[src/rtl/key_event_pkg.sv]
// Shared definitions for the key event sequencer: state encoding and the
// microsecond-to-cycle conversion used to size its timers.
package key_event_pkg;

  typedef enum logic [2:0] {
    StIdle   = 3'd0,
    StPress1 = 3'd1,
    StWait2  = 3'd2,
    StPress2 = 3'd3,
    StLong   = 3'd4
  } state_e;

  function automatic int unsigned us_to_cyc(input int unsigned us, input int unsigned clk_cyc);
    longint unsigned ns;
    ns = 64'(us) * 64'd1000;
    return 32'(ns / 64'(clk_cyc));
  endfunction

endpackage

[src/rtl/key_evt_timer.sv]
// Clearable free-running up-counter; tc is a combinational compare of the
// current count against a terminal value chosen by the owner.
module key_evt_timer #(
  parameter int unsigned Width = 8
) (
  input  logic             clk_i,
  input  logic             rst_i,
  input  logic             clr_i,
  input  logic [Width-1:0] term_i,
  output logic             tc_o
);

  logic [Width-1:0] cnt_q, cnt_d;

  always_comb begin
    cnt_d = clr_i ? '0 : cnt_q + Width'(1);
  end

  always_ff @(posedge clk_i) begin
    if (rst_i) begin
      cnt_q <= '0;
    end else begin
      cnt_q <= cnt_d;
    end
  end

  assign tc_o = (cnt_q == term_i);

endmodule

[src/rtl/key_event_ctrl.sv]
// Turns a debounced active-low key into single, double, long-press and
// auto-repeat event pulses, each one cycle wide and registered.
module key_event_ctrl
  import key_event_pkg::*;
#(
  parameter int unsigned CLK_CYC = 10,
  parameter int unsigned LONG_US = 1000000,
  parameter int unsigned DBL_US  = 300000,
  parameter int unsigned RPT_US  = 200000
) (
  input  logic sysclk,
  input  logic rst,
  input  logic en,
  input  logic key_in,
  output logic single_pulse,
  output logic double_pulse,
  output logic long_pulse,
  output logic repeat_pulse,
  output logic busy
);

  localparam int unsigned LONG_CNT = us_to_cyc(LONG_US, CLK_CYC);
  localparam int unsigned DBL_CNT  = us_to_cyc(DBL_US, CLK_CYC);
  localparam int unsigned RPT_CNT  = us_to_cyc(RPT_US, CLK_CYC);
  localparam int unsigned MAX_LD   = (LONG_CNT > DBL_CNT) ? LONG_CNT : DBL_CNT;
  localparam int unsigned MAX_CNT  = (MAX_LD > RPT_CNT) ? MAX_LD : RPT_CNT;
  localparam int unsigned CntW     = $clog2(MAX_CNT);

  if (LONG_CNT < 2 || DBL_CNT < 2 || RPT_CNT < 2) begin : g_bad_cnt
    $error("key_event_ctrl: every derived cycle count must be at least 2");
  end

  state_e          state_q, state_d;
  logic            key_r, armed_q;
  logic            fall, rise;
  logic            single_d, double_d, long_d, repeat_d;
  logic            rpt_wrap, cnt_clr, tc;
  logic [CntW-1:0] term;

  // key_r is forced high by reset, so a key held through reset would look like
  // a fresh press; armed_q holds off falls until a released key has been seen.
  assign fall = key_r & ~key_in & armed_q;
  assign rise = ~key_r & key_in;

  always_comb begin
    term = '1;
    case (state_q)
      StPress1: term = CntW'(LONG_CNT - 1);
      StWait2:  term = CntW'(DBL_CNT - 1);
      StLong:   term = CntW'(RPT_CNT - 1);
      default:  term = '1;
    endcase
  end

  always_comb begin
    state_d  = state_q;
    single_d = 1'b0;
    double_d = 1'b0;
    long_d   = 1'b0;
    repeat_d = 1'b0;
    rpt_wrap = 1'b0;
    // Key edges are tested before the timer so an edge wins on a terminal cycle.
    case (state_q)
      StIdle: begin
        if (fall) state_d = StPress1;
      end
      StPress1: begin
        if (rise) begin
          state_d = StWait2;
        end else if (tc) begin
          state_d = StLong;
          long_d  = 1'b1;
        end
      end
      StWait2: begin
        if (fall) begin
          state_d = StPress2;
        end else if (tc) begin
          state_d  = StIdle;
          single_d = 1'b1;
        end
      end
      StPress2: begin
        if (rise) begin
          state_d  = StIdle;
          double_d = 1'b1;
        end
      end
      StLong: begin
        if (rise) begin
          state_d = StIdle;
        end else if (tc) begin
          repeat_d = 1'b1;
          rpt_wrap = 1'b1;
        end
      end
      default: state_d = StIdle;
    endcase
    if (!en) begin
      state_d  = StIdle;
      single_d = 1'b0;
      double_d = 1'b0;
      long_d   = 1'b0;
      repeat_d = 1'b0;
      rpt_wrap = 1'b0;
    end
  end

  // Holding the count at zero while idle keeps it quiet between sequences.
  assign cnt_clr = (state_d != state_q) | rpt_wrap | (state_q == StIdle);

  key_evt_timer #(
    .Width(CntW)
  ) u_timer (
    .clk_i (sysclk),
    .rst_i (rst),
    .clr_i (cnt_clr),
    .term_i(term),
    .tc_o  (tc)
  );

  always_ff @(posedge sysclk) begin
    if (rst) begin
      state_q      <= StIdle;
      key_r        <= 1'b1;
      armed_q      <= 1'b0;
      single_pulse <= 1'b0;
      double_pulse <= 1'b0;
      long_pulse   <= 1'b0;
      repeat_pulse <= 1'b0;
      busy         <= 1'b0;
    end else begin
      state_q      <= state_d;
      key_r        <= key_in;
      armed_q      <= armed_q | key_in;
      single_pulse <= single_d;
      double_pulse <= double_d;
      long_pulse   <= long_d;
      repeat_pulse <= repeat_d;
      busy         <= (state_d != StIdle);
    end
  end

endmodule

[config.mk]
export PLATFORM = sky130hd
export DESIGN_NAME = key_event_ctrl
export DESIGN_NICKNAME = d
export VERILOG_FILES = /design/src/rtl/key_event_pkg.sv /design/src/rtl/key_evt_timer.sv /design/src/rtl/key_event_ctrl.sv
export SDC_FILE = /design/constraint.sdc
export NUM_CORES = 1
export LEC_CHECK = 0
export CAP_MARGIN = 25
export CORE_MARGIN = 2
export CORE_UTILIZATION = 40
export DETAILED_ROUTE_END_ITERATION = 12
export SLEW_MARGIN = 20
export SYNTH_ARGS = -nofsm -noshare
export SYNTH_HDL_FRONTEND = slang
export SYNTH_SLANG_ARGS = --single-unit
[constraint.sdc]
create_clock -name sysclk -period 3.2 [get_ports sysclk]
set_input_delay 0.64 -clock sysclk [delete_from_list [all_inputs] [get_ports sysclk]]
set_output_delay 0.64 -clock sysclk [all_outputs]
set_load 0.02 [all_outputs]
==> metrics.yaml, run 1 <==
fill_cells: 552
num_vias: 1902
wire_per_inst_microns: 15.2
overflow: 0
hpwl_microns: 3490
die-area_sq_mm: 0.00611
ys_seq_area_frac: 0.336
r2r_start: "state_q[0]"
netlist_instances: 257
cp-start-kind: "flop"
path_buf_inv: 1
synth_fa_ha_area_frac: 0.00568
cpLargestDelayFamily: "compound AO/OA/AOI/OAI gates"
dpl_cell_area_sq_mm: 0.00231
grt_pass1_vias: 1828
drc: 0
hold_depth: 2
criticalPathCategory: "flop to flop"
worstPathCellList: "inv_1 -> or2_2 -> o221ai_2 -> nand4_4 -> o21ai_4 -> nor4_1"
dr.pass1.iters: 4
fp.dieW_microns: 78.2
cp_max_fo: 18
yosysMostFrequentCell: "dfxtp_1"
synth_compound_area_frac: 0.143
synth.area.mux_share: 0.00909
p_per_area_mw_per_mm2: 350
critPathSlowestCell: "dfxtp_1"
hold-path-endpoint: "armed_q"
gp_congestion: 0.837
synthTopCellsByArea: "dfxtp_1 34%, nor4_1 6.8%, xnor2_1 6.4%"
slowest_delay_ps: 650
final-seq-area_sq_um: 741
clockRootBuffer: "clkbuf_8"
post-cts-setup-buffers: 0
min_period_ps: 2520
grt_antenna_before_repair: 0
synth_top_family_by_area: "simple AND/OR/NAND/NOR gates"
cts_hold_buf: 0
initial_core_util: 0.407
drv_slew: 0
synth_ff_type: "dfxtp_1"
grt_use_total: 0.184
power_leakage_nw: 0.755
max_freq_mhz: 396
worst_slack_ps: 676
final_layout_size_suffix_gt1_frac: 0.117
synth_top_area_share: 0.336
vdd_drop_max_v: 0.000226
r2r_slack_ps: 680
yosysWarningCount: 0
hold_class: "flop to flop"
drtAntennaViolNets: 0
cp.required_ps: 3360
worst_setup_path_end_kind: "flop"
grt_max_degree: 28
place_ws_ps: 575
insertedDiodeCount: 0
synth_commonest_cells: "37 x dfxtp_1, 24 x nor4_1, 20 x nor3_1, 17 x nand2_1, 16 x xnor2_1"
area_growth_pct: 8.75
status: "finished, final reports clean"
relSlewSlack: 0.643
r2r-end: "u_timer.cnt_q[10]"
grt_pass1_wl_microns: 8960
rows: 27
clkSinkCount: 37
multi_input_area_sq_mm: 0.00130
drv_cap: 0
setup_viol: 0
die_height_microns: 78.2
cts_tree: "done"
drt_wl_total_microns: 5110
post_cts_resized: 0
cts-buffers-inserted: 5
htreeDepth: 2
yosysTopAreaCell: "dfxtp_1"
synthSimpleGateAreaFrac: 0.321
yosys_register_bits: 37
syn_area_sq_mm: 0.00220
ios: 9
tightest_slew_ps: 533
fin_setup_tns_ps: 0
clkTransAtPathRegs_ps: 80
reg2reg_depth: 6
finalCritPeriodShare: 0.789
routed_via_density: 5.64
rsz0062_at_grt: "false"
nNetsFinal: 269
fin_skew_ps: 9.53
final_cell_area_sq_mm: 0.00239
ys_types: 46
syn-num-nets: 262
io_buffers: 8
drt-initial-drc-count: 65
hold_viol: 0
synth_area_per_cell_sq_um: 8.57
final_core_util: 0.443
async_flop_share: 0
cts_buffer_depth: 2
synth_edf_count: 0
cp.arrival_ps: 2680
clk_latency_ps: 300
yosys.area_share.xor_xnor: 0.111
hp-start: "armed_q"
coreArea_sq_mm: 0.00541
metal layers:
layer,vias to the layer above,part of all wire,global-route usage
li1,966,-,-
met1,895,0.50,0.259
met2,34,0.45,0.280
met3,7,0.038,0.0322
met4,0,0.016,0.0667
met5,-,0,0
worst reg2reg max path: stages (launching register included):
cell,delay [ps]
dfxtp_1,650
inv_1,210
or2_2,370
o221ai_2,310
nand4_4,220
o21ai_4,510
nor4_1,120
final cells by class:
cell class	instances	share of cell area
Clock buffer	5	0.0287
Multi-Input combinational cell	193	0.543
Clock inverter	3	0.00731
Tap cell	72	0.0376
Inverter	12	0.0188
Timing Repair Buffer	15	0.0554
Sequential cell	37	0.309
kinds of logic (layout without fill, tap and decap cells):
group	after synthesis	count (layout)
AOI/OAI and AO/OA	38	38
xor gates and xnor gates	28	28
adders and majority gates	1	1
buffers and inverters	27	35
DFF	37	37
muxes	2	2
and+or+nand+nor	124	124
per-stage QoR:
| stage | cells | hold slack, ps | power (mW) |
|---|---|---|---|
| 5_1_grt | 337 | 536 | 0.873 |
| 3_5_place_dp | 329 | 485 | 0.521 |
| 6_report | 337 | 493 | 0.838 |
| 3_3_place_gp | 329 | 479 | 0.521 |
| 2_1_floorplan | 257 | 451 | 0.507 |
| 4_1_cts | 337 | 498 | 0.849 |
worst max-delay path by stage:
| stage | startpoint | to | slack [ps] | depth (start not counted) |
|---|---|---|---|---|
| 6_report | state_q[0] | u_timer.cnt_q[10] | 680 | 6 |
| 2_1_floorplan | key_in | u_timer.cnt_q[10] | 1160 | 7 |
| 3_5_place_dp | key_in | u_timer.cnt_q[3] | 580 | 7 |
| 4_1_cts | state_q[0] | u_timer.cnt_q[10] | 690 | 6 |
| 3_3_place_gp | key_in | u_timer.cnt_q[1] | 610 | 8 |
| 5_1_grt | state_q[1] | u_timer.cnt_q[7] | 470 | 7 |
state kept, by name, indices dropped and copies added, names as in the netlist:
register       flops
armed_q            1
busy               1
double_pulse       1
key_r              1
long_pulse         1
repeat_pulse       1
single_pulse       1
state_q            3
u_timer.cnt_q     27
placed cells by master (no fill, tap or decap), types with 2 or more instances in the layout:
master | Yosys | routed
dfxtp_1 | 37 | 37
nor4_1 | 24 | 24
nor3_1 | 20 | 20
nand2_1 | 17 | 17
xnor2_1 | 16 | 16
nor2_1 | 15 | 15
inv_1 | 12 | 12
xor2_1 | 12 | 12
nand3_1 | 11 | 11
o211ai_1 | 11 | 11
nand4_1 | 8 | 8
clkdlybuf4s50_1 | 0 | 8
buf_4 | 4 | 7
o21ai_0 | 6 | 6
nor3b_1 | 5 | 5
or2_2 | 5 | 5
clkbuf_8 | 0 | 5
and4_1 | 4 | 4
and3_1 | 4 | 4
a21oi_1 | 4 | 4
nand2b_1 | 2 | 2
mux2i_1 | 2 | 2
o32a_1 | 2 | 2
a31oi_1 | 2 | 2
a21oi_4 | 2 | 2
clkinv_2 | 0 | 2
report_power, final:
group	switching, mW	internal (mW)
clock	0.177	0.150
combinational	0.0299	0.0150
sequential	0.00317	0.462
Note: power is estimated with default switching activity, not from simulation.
==> inputs of run 2 (changes only) <==
==> constraint.sdc (replaced) <==
create_clock -name sysclk -period 2.63 [get_ports sysclk]
set_input_delay 0.526 -clock sysclk [delete_from_list [all_inputs] [get_ports sysclk]]
set_output_delay 0.526 -clock sysclk [all_outputs]
set_load 0.02 [all_outputs]
==> metrics.yaml, run 2 (synthesis gave the netlist of run 1 again) <==
post_cts_resized: 0  # unchanged
htreeDepth: 2  # unchanged
cts-buffers-inserted: 5  # unchanged
ios: 9  # unchanged
cp.arrival_ps: 2580  # -100 ps
io_buffers: 8  # unchanged
final_cell_area_sq_mm: 0.00250  # +4.5%
power_mw: 1.12  # +34%
routed_via_density: 5.54  # -1.9%
grt_use_total: 0.179  # -0.00424
nNetsFinal: 275  # +2.2%
reg2reg_depth: 7  # +1
vdd_drop_max_v: 0.000254  # +13%
insertedDiodeCount: 0  # unchanged
setup_viol: 0  # unchanged
drc: 0  # unchanged
drv_cap: 0  # unchanged
num_vias: 1899  # -0.16%
grt_max_degree: 28  # unchanged
dr.pass1.iters: 4  # unchanged
dpl_cell_area_sq_mm: 0.00239  # +3.6%
place_ws_ps: 311  # -264 ps
tightest_slew_ps: 523  # -9.77 ps
finalCritPeriodShare: 0.909  # +0.120
relSlewSlack: 0.651  # +0.00739
final_common_cell: "dfxtp_1"
grt_pass1_wl_microns: 8740  # -2.5%
hold_depth: 1  # -1
drv_slew: 0  # unchanged
rows: 27  # unchanged
r2r_start: "state_q[1]"
grt_pass1_vias: 1851  # +1.3%
hold_viol: 0  # unchanged
grt_antenna_before_repair: 0  # unchanged
overflow: 0  # unchanged
hp-start: "u_timer.cnt_q[0]"
gp_congestion: 0.852  # +1.8%
die-area_sq_mm: 0.00611  # unchanged
criticalPathCategory: "flop to flop"
hold-path-endpoint: "u_timer.cnt_q[0]"
rsz0062_at_grt: "false"
r2r_slack_ps: 240  # -440 ps
drt-initial-drc-count: 72  # +11%
status: "finished, final reports clean"
worst_slack_ps: 239  # -437 ps
cts_hold_buf: 0  # unchanged
post-cts-setup-buffers: 0  # unchanged
fp.dieW_microns: 78.2  # unchanged
mostFrequentLayoutCells: "37 x dfxtp_1, 24 x nor4_1, 20 x nor3_1, 17 x nand2_1, 16 x xnor2_1"
cp-startpoint: "state_q[1]"
clockRootBuffer: "clkbuf_8"
cp-start-kind: "flop"
clkSinkCount: 37  # unchanged
top_register: "u_timer.cnt_q"
clkTransAtPathRegs_ps: 70  # about the same
max_freq_mhz: 418  # +5.6%
fin_cells: 343  # +1.8%
wire_per_inst_microns: 14.5  # -4.7%
p_per_area_mw_per_mm2: 449  # +28%
drt_wl_total_microns: 4960  # -3.0%
cp.required_ps: 2820  # -540 ps
hpwl_microns: 3510  # +0.45%
fin_skew_ps: 10.6  # +1.06 ps
coreArea_sq_mm: 0.00541  # unchanged
worst_setup_path_end_kind: "flop"
reg_top3: "u_timer.cnt_q x27, state_q x3"
largest_reg_flops: 27  # unchanged
fin_setup_tns_ps: 0  # unchanged
initial_core_util: 0.407  # unchanged
hold_class: "flop to flop"
post-place-cells: 335  # +1.8%
clk_latency_ps: 300  # about the same
drtAntennaViolNets: 0  # unchanged
cp_max_fo: 27  # +9
die_height_microns: 78.2  # unchanged
area_growth_pct: 13.6
min_period_ps: 2390  # -133 ps
final_layout_size_suffix_gt1_frac: 0.133  # +0.0159
cts_tree: "done"
cts_buffer_depth: 2  # unchanged
r2r-end: "u_timer.cnt_q[7]"
power_leakage_nw: 0.809  # +7.2%
==> run 2: how the worst max path moves through the flow <==
stage                                   end  slack (ps)  cells after the start
after global routing       u_timer.cnt_q[7]          80                      7
after CTS                  u_timer.cnt_q[3]         280                      7
after floorplan           u_timer.cnt_q[22]         600                      8
final                      u_timer.cnt_q[7]         240                      7
after detailed placement  u_timer.cnt_q[10]         310                      7
after global placement     u_timer.cnt_q[7]         300                      7
==> run 2: worst max-delay path, cell delays in order (launching register included) <==
cell	delay, ps
dfxtp_1	650
nor3b_1	470
mux2i_1	230
nor3_4	260
nand4_1	190
a21oi_4	220
buf_12	190
nor4_1	70
==> run 2: layout make-up <==
cell class,instances,area (sq um)
timing repair buffer,21,215
sequential,37,741
fill,547,2900
clock buffer,6,72.6
inverter,12,45.0
clock inverter,2,38.8
multi-input combinational,193,1300
tap,72,90.1
==> run 2: per-stage QoR <==
step                      hold slack [ps]   util
after detailed placement              478  0.442
after global placement                477  0.442
after floorplan                       451      -
after CTS                             490  0.463
final                                 486  0.463
after global routing                  503  0.463
==> run 2: layer usage <==
layer	GRT usage	wire length, microns	vias up
met2	0.299	2330	23
met1	0.231	2450	891
li1	-	-	978
met4	0.0649	64	0
met3	0.0345	116	7
met5	0	0	-
==> run 2: power breakdown <==
| group | switching, mW | internal [mW] |
|---|---|---|
| logic | 0.0377 | 0.0257 |
| clock network | 0.210 | 0.285 |
| registers | 0.00291 | 0.563 |
| total | 0.251 | 0.873 |
==> RTL change 1 (flow settings as in run 2) <==
The parameter `DBL_US` goes from 300000 to 150000.
--- a/src/rtl/key_event_ctrl.sv
+++ b/src/rtl/key_event_ctrl.sv
@@ -7,3 +7,3 @@
   parameter int unsigned LONG_US = 1000000,
-  parameter int unsigned DBL_US  = 300000,
+  parameter int unsigned DBL_US  = 150000,
   parameter int unsigned RPT_US  = 200000
Behaviour: same outputs for any inputs over 10 cycles, from zero or initial values and one cycle with rst high; that may be too few to reach the edited logic, so the function may still have changed.
==> RTL change 1 against run 2 <==
Total power fell by 9.6%; sequential cell count did not move; worst setup slack improved by 1.5 ps; area after synthesis fell by 4.8%; die area fell by 4.5%; sequential power barely moved; design area fell by 6.6%; wire length fell by 13%; critical endpoint is now u_timer.cnt_q[24]; critical path type unchanged.
==> RTL change 1: results (changes against run 2) <==
[setup_path]
cp_top_family = simple AND/OR/NAND/NOR gates
cpPeakStageDelay_ps = 730  ; +80 ps
reg2reg_from = state_q[2]
r2r-end = u_timer.cnt_q[24]
cp_max_fo = 20  ; -26%
reg2regPathDepth = 7  ; unchanged
slowest_stage = dfxtp_1
criticalPathCategory = flip-flop to flip-flop

[clocking]
root_buffer = clkbuf_8
cts.clk_slew.worst_paths_ps = 70  ; about the same
htree_levels = 2  ; unchanged
cts_resized = 0  ; unchanged
postCtsSetupBuffers = 0  ; unchanged
clockBufferDepth = 2  ; unchanged
cts-buffers-inserted = 5  ; unchanged

[logic_synthesis]
syn_inst = 236  ; -8.2%
ys_seq_area_share_pct = 35.3  ; +1.7 points
synth_cell_types = 52  ; +13%
yosys-top-cells-count = 37 x dfxtp_1, 24 x nor2_1, 21 x nor2_2
synthTopCellsByArea = dfxtp_1 35%, nor2_2 6.3%, xnor2_1 5.8%

[status]
outcome = completed

[grt]
grt_max_degree = 21  ; -25%
track_usage_pct = 15.7  ; -2.2 points
grt_pass1_vias = 1607  ; -13%
grtUsageMet2_pct = 25.9  ; -4.0 points
grt_pass1_wl_mm = 7.48  ; -14%
use_met1_pct = 19.5  ; -3.6 points
antenna_found_initial = 0  ; unchanged
grt_use_met3_pct = 4.27  ; +0.82 points

[placed_design]
dpl-instance-area_um2 = 2250  ; -5.9%
gp_congestion = 0.779  ; -8.5%
dp_cells = 311  ; -7.2%
pre_cts_ws_ps = 170  ; -141 ps
dpl.hpwl_mm = 3.11  ; -11%
port_buffers = 8  ; unchanged

[sta]
fin_skew_ps = 3.10  ; -7.48 ps
worst_pin_slew_ps = 634  ; +110 ps
setup_ws_ps = 241  ; +1.52 ps

[route]
firstDrtPassIters = 4  ; unchanged
wl_per_cell_um = 13.6  ; -6.3%
dr.first_iter.drc_count = 54  ; -25%
vias = 1701  ; -10%
viasPerCell = 5.35  ; -3.4%

[pwr]
p_leak_nw = 0.721  ; -11%
vdd_drop_max_mv = 0.331  ; +30%

[finish]
fillCellCount = 536  ; -2.0%
largestRegisters = u_timer.cnt_q: 27 flops, state_q: 3 flops
fin_nets = 253  ; -8.0%
drive_gt1_share_pct = 20.2  ; +6.9 points
diodes = 0  ; unchanged

[hold_path]
min_path_type = flip-flop to flip-flop
hold_path_depth = 1  ; unchanged

-- RTL change 1: changes by cell type after synthesis, moves of 5 or more --
cell | before | now
o21ai_0 | 6 | 1
nor3_1 | 20 | 5
nor2_2 | 1 | 21
nor3b_1 | 5 | 0
nor2_1 | 15 | 24
inv_1 | 12 | 5
nor4_1 | 24 | 4
o211ai_1 | 11 | 2
-- RTL change 1: how the worst min path moves through the flow --
stage / from / to / slack (ps)
2_1_floorplan: u_timer.cnt_q[0] / u_timer.cnt_q[0] / 450
3_5_place_dp: u_timer.cnt_q[0] / u_timer.cnt_q[0] / 470
3_3_place_gp: u_timer.cnt_q[0] / u_timer.cnt_q[0] / 470
5_1_grt: u_timer.cnt_q[0] / u_timer.cnt_q[0] / 510
4_1_cts: u_timer.cnt_q[0] / u_timer.cnt_q[0] / 490
6_report: u_timer.cnt_q[0] / u_timer.cnt_q[0] / 490
-- RTL change 1: routing by layer --
layer	wire length [um]	vias to the layer above
li1	-	854
met1	2080	812
met2	2000	27
met3	161	8
met4	70	0
met5	0	-
-- RTL change 1: through the flow --
stage | power [mW] | hold WS (ps)
finish | 1.02 | 485
global route | 1.05 | 511
CTS | 1.03 | 492
detailed placement | 0.625 | 474
global placement | 0.625 | 467
floorplan | 0.609 | 447
-- RTL change 1: area by class of cell --
| type | instances | area, um^2 | share of cell area [%] |
|---|---|---|---|
| tap | 70 | 87.6 | 3.75 |
| timing repair buffer | 16 | 153 | 6.53 |
| clock buffer | 7 | 86.3 | 3.69 |
| inverter | 5 | 18.8 | 0.803 |
| sequential | 37 | 741 | 31.7 |
| multi-input combinational | 183 | 1250 | 53.5 |
-- RTL change 1: power breakdown --
| group | internal (mW) | leakage (nW) | total [mW] | switching, mW |
|---|---|---|---|---|
| combinational | 0.0214 | 0.378 | 0.0446 | 0.0232 |
| sequential | 0.563 | 0.299 | 0.568 | 0.00477 |
| clock | 0.208 | 0.0443 | 0.404 | 0.196 |
| total | 0.792 | 0.721 | 1.02 | 0.224 |
-- RTL change 1: cell families after synthesis --
logic type | Yosys count | synth area share [%]
compound gates | 23 | 8.83
xor+xnor | 28 | 12.1
fa+ha+maj | 1 | 0.597
buf+inv | 16 | 5.01
flops | 37 | 35.3
mux | 4 | 2.51
simple gates | 127 | 35.7
-- RTL change 1: worst register-to-register path: cells and delay by family, from the launching register on --
kind / cells / cell delay (ps)
multiplexers: 1 / 180
AO/OA/AOI/OAI: 1 / 330
AND/OR/NAND/NOR: 4 / 830
flip-flops: 1 / 730
buffers and inverters: 1 / 220
==> RTL change 2 (settings of run 2) <==
Made on the original files. Encoding of `state_e`: now Gray code (3 bits for 5 states).
--- a/src/rtl/key_event_pkg.sv
+++ b/src/rtl/key_event_pkg.sv
@@ -5,7 +5,7 @@
   typedef enum logic [2:0] {
-    StIdle   = 3'd0,
-    StPress1 = 3'd1,
-    StWait2  = 3'd2,
-    StPress2 = 3'd3,
-    StLong   = 3'd4
+    StIdle   = 3'b000,
+    StPress1 = 3'b001,
+    StWait2  = 3'b011,
+    StPress2 = 3'b010,
+    StLong   = 3'b110
   } state_e;
Function: same outputs for any inputs over 10 cycles, from zero or initial values and one cycle with rst high; not proved beyond that.
==> RTL change 2 against run 2 <==
Worst setup slack worse by 1.7 ps; utilization is 0.41 points higher; critical path depth is the same; area after synthesis down 10%; sequential cell count unchanged; total power fell by 12%; fmax hardly changed; design area fell by 11%; wire length shrank 16%; sequential power is essentially flat; synthesized cell count shrank 8.6%; via count shrank 13%; critical path type unchanged.
==> RTL change 2: results (changes against run 2) <==
[status]
outcome = completed

[grt]
grt_pass1_wl_mm = 7.22  ; -17%
grtUsageMet2_pct = 26.5  ; -3.4 points
use_met1_pct = 23.2  ; +0.19 points
grt_pass1_vias = 1555  ; -16%
track_usage_pct = 16.8  ; -1.1 points
grt_use_met3_pct = 2.85  ; -0.60 points

[pwr]
p_int_mw = 0.762  ; -13%
p_leak_nw = 0.687  ; -15%

[setup_path]
r2r-end = u_timer.cnt_q[3]
cp-startpoint = state_q[2]
cp_max_fo = 18  ; -33%

[placed_design]
dpl.hpwl_mm = 2.97  ; -15%
pre_cts_ws_ps = 239  ; -71.6 ps
gp_congestion = 0.855  ; +0.42%
dpl-instance-area_um2 = 2140  ; -11%

[route]
routed_wl_mm = 4.17  ; -16%
viasPerCell = 5.30  ; -4.3%
dr.first_iter.drc_count = 98  ; +36%

[finish]
fillCellCount = 485  ; -11%
drive_gt1_share_pct = 9.35  ; -3.9 points
fin_nets = 250  ; -9.1%

[hold_path]
worstHoldStart = armed_q
hold_path_depth = 2  ; +1
hold-path-endpoint = armed_q

[logic_synthesis]
synthesis.nets = 240  ; -8.4%
synth_cell_types = 45  ; -2.2%
synthTopCellsByArea = dfxtp_1 37%, nor3_1 9.1%, xnor2_1 8.4%
ys_seq_area_share_pct = 37.4  ; +3.7 points
yosys-top-cells-count = 37 x dfxtp_1, 36 x nor3_1, 19 x xnor2_1

[clocking]
htree_levels = 2  ; unchanged

[sta]
fin_skew_ps = 7.78  ; -2.81 ps

==> RTL change 2: cell count changes after synthesis, moves of 4 or more <==
| cell | run 2 | this run |
|---|---|---|
| o211ai_1 | 11 | 2 |
| nor3_1 | 20 | 36 |
| inv_1 | 12 | 8 |
| nor4_1 | 24 | 6 |
| xor2_1 | 12 | 7 |
| buf_4 | 4 | 0 |
==> RTL change 2: routing by layer <==
layer	vias up	share of wire, %
met3	8	2.6
met5	-	0
li1	857	-
met1	766	51
met4	0	1.6
met2	27	45
==> RTL change 2: how the worst max path moves through the flow <==
| stage | cells after the start | endpoint | slack, ps |
|---|---|---|---|
| floorplan | 9 | u_timer.cnt_q[19] | 350 |
| global placement | 7 | u_timer.cnt_q[18] | 230 |
| detailed placement | 7 | u_timer.cnt_q[1] | 240 |
| CTS | 7 | u_timer.cnt_q[3] | 230 |
| global route | 7 | u_timer.cnt_q[20] | 30 |
| finish | 7 | u_timer.cnt_q[3] | 240 |
==> RTL change 2: cells by family (layout without fill, tap and decap cells) <==
group           count (synthesis)  count (layout)  share of synthesized area, %
simple gates                  123             123                          33.6
flops                          37              37                          37.4
compound gates                 26              26                          10.7
xor+xnor                       26              26                          11.5
buf+inv                        20              31                          5.18
mux                             2               2                          1.01
fa+ha+maj                       1               1                         0.631
==> RTL change 2: power by group through the flow <==
stage	logic, mW	clock network, mW	registers, mW
4_1_cts	0.0370	0.396	0.565
5_1_grt	0.0405	0.417	0.565
2_1_floorplan	0.0223	0	0.578
3_5_place_dp	0.0370	0	0.578
6_report	0.0368	0.386	0.565
3_3_place_gp	0.0371	0	0.578
==> RTL change 2: area by class of cell <==
class / count / area [um^2] / area share (%)
multi-input combinational: 178 / 1140 / 51.3
clock buffer: 6 / 72.6 / 3.27
clock inverter: 2 / 10.0 / 0.451
tap: 67 / 83.8 / 3.77
timing repair buffer: 15 / 145 / 6.54
sequential: 37 / 741 / 33.4
inverter: 8 / 30.0 / 1.35
==> RTL change 2: worst max-delay path, cell delays in order (launching register included) <==
cell	delay (ps)
dfxtp_1	500
nand3b_1	330
nand3b_1	280
a32oi_2	320
nand3b_4	190
a221oi_4	300
buf_4	270
nor3_1	90
==> RTL change 2: per-stage QoR <==
stage / cells / hold slack [ps] / power [mW]
finish: 313 / 470 / 0.988
global route: 313 / 505 / 1.02
CTS: 313 / 476 / 0.998
detailed placement: 305 / 463 / 0.615
global placement: 305 / 452 / 0.615
floorplan: 235 / 434 / 0.600
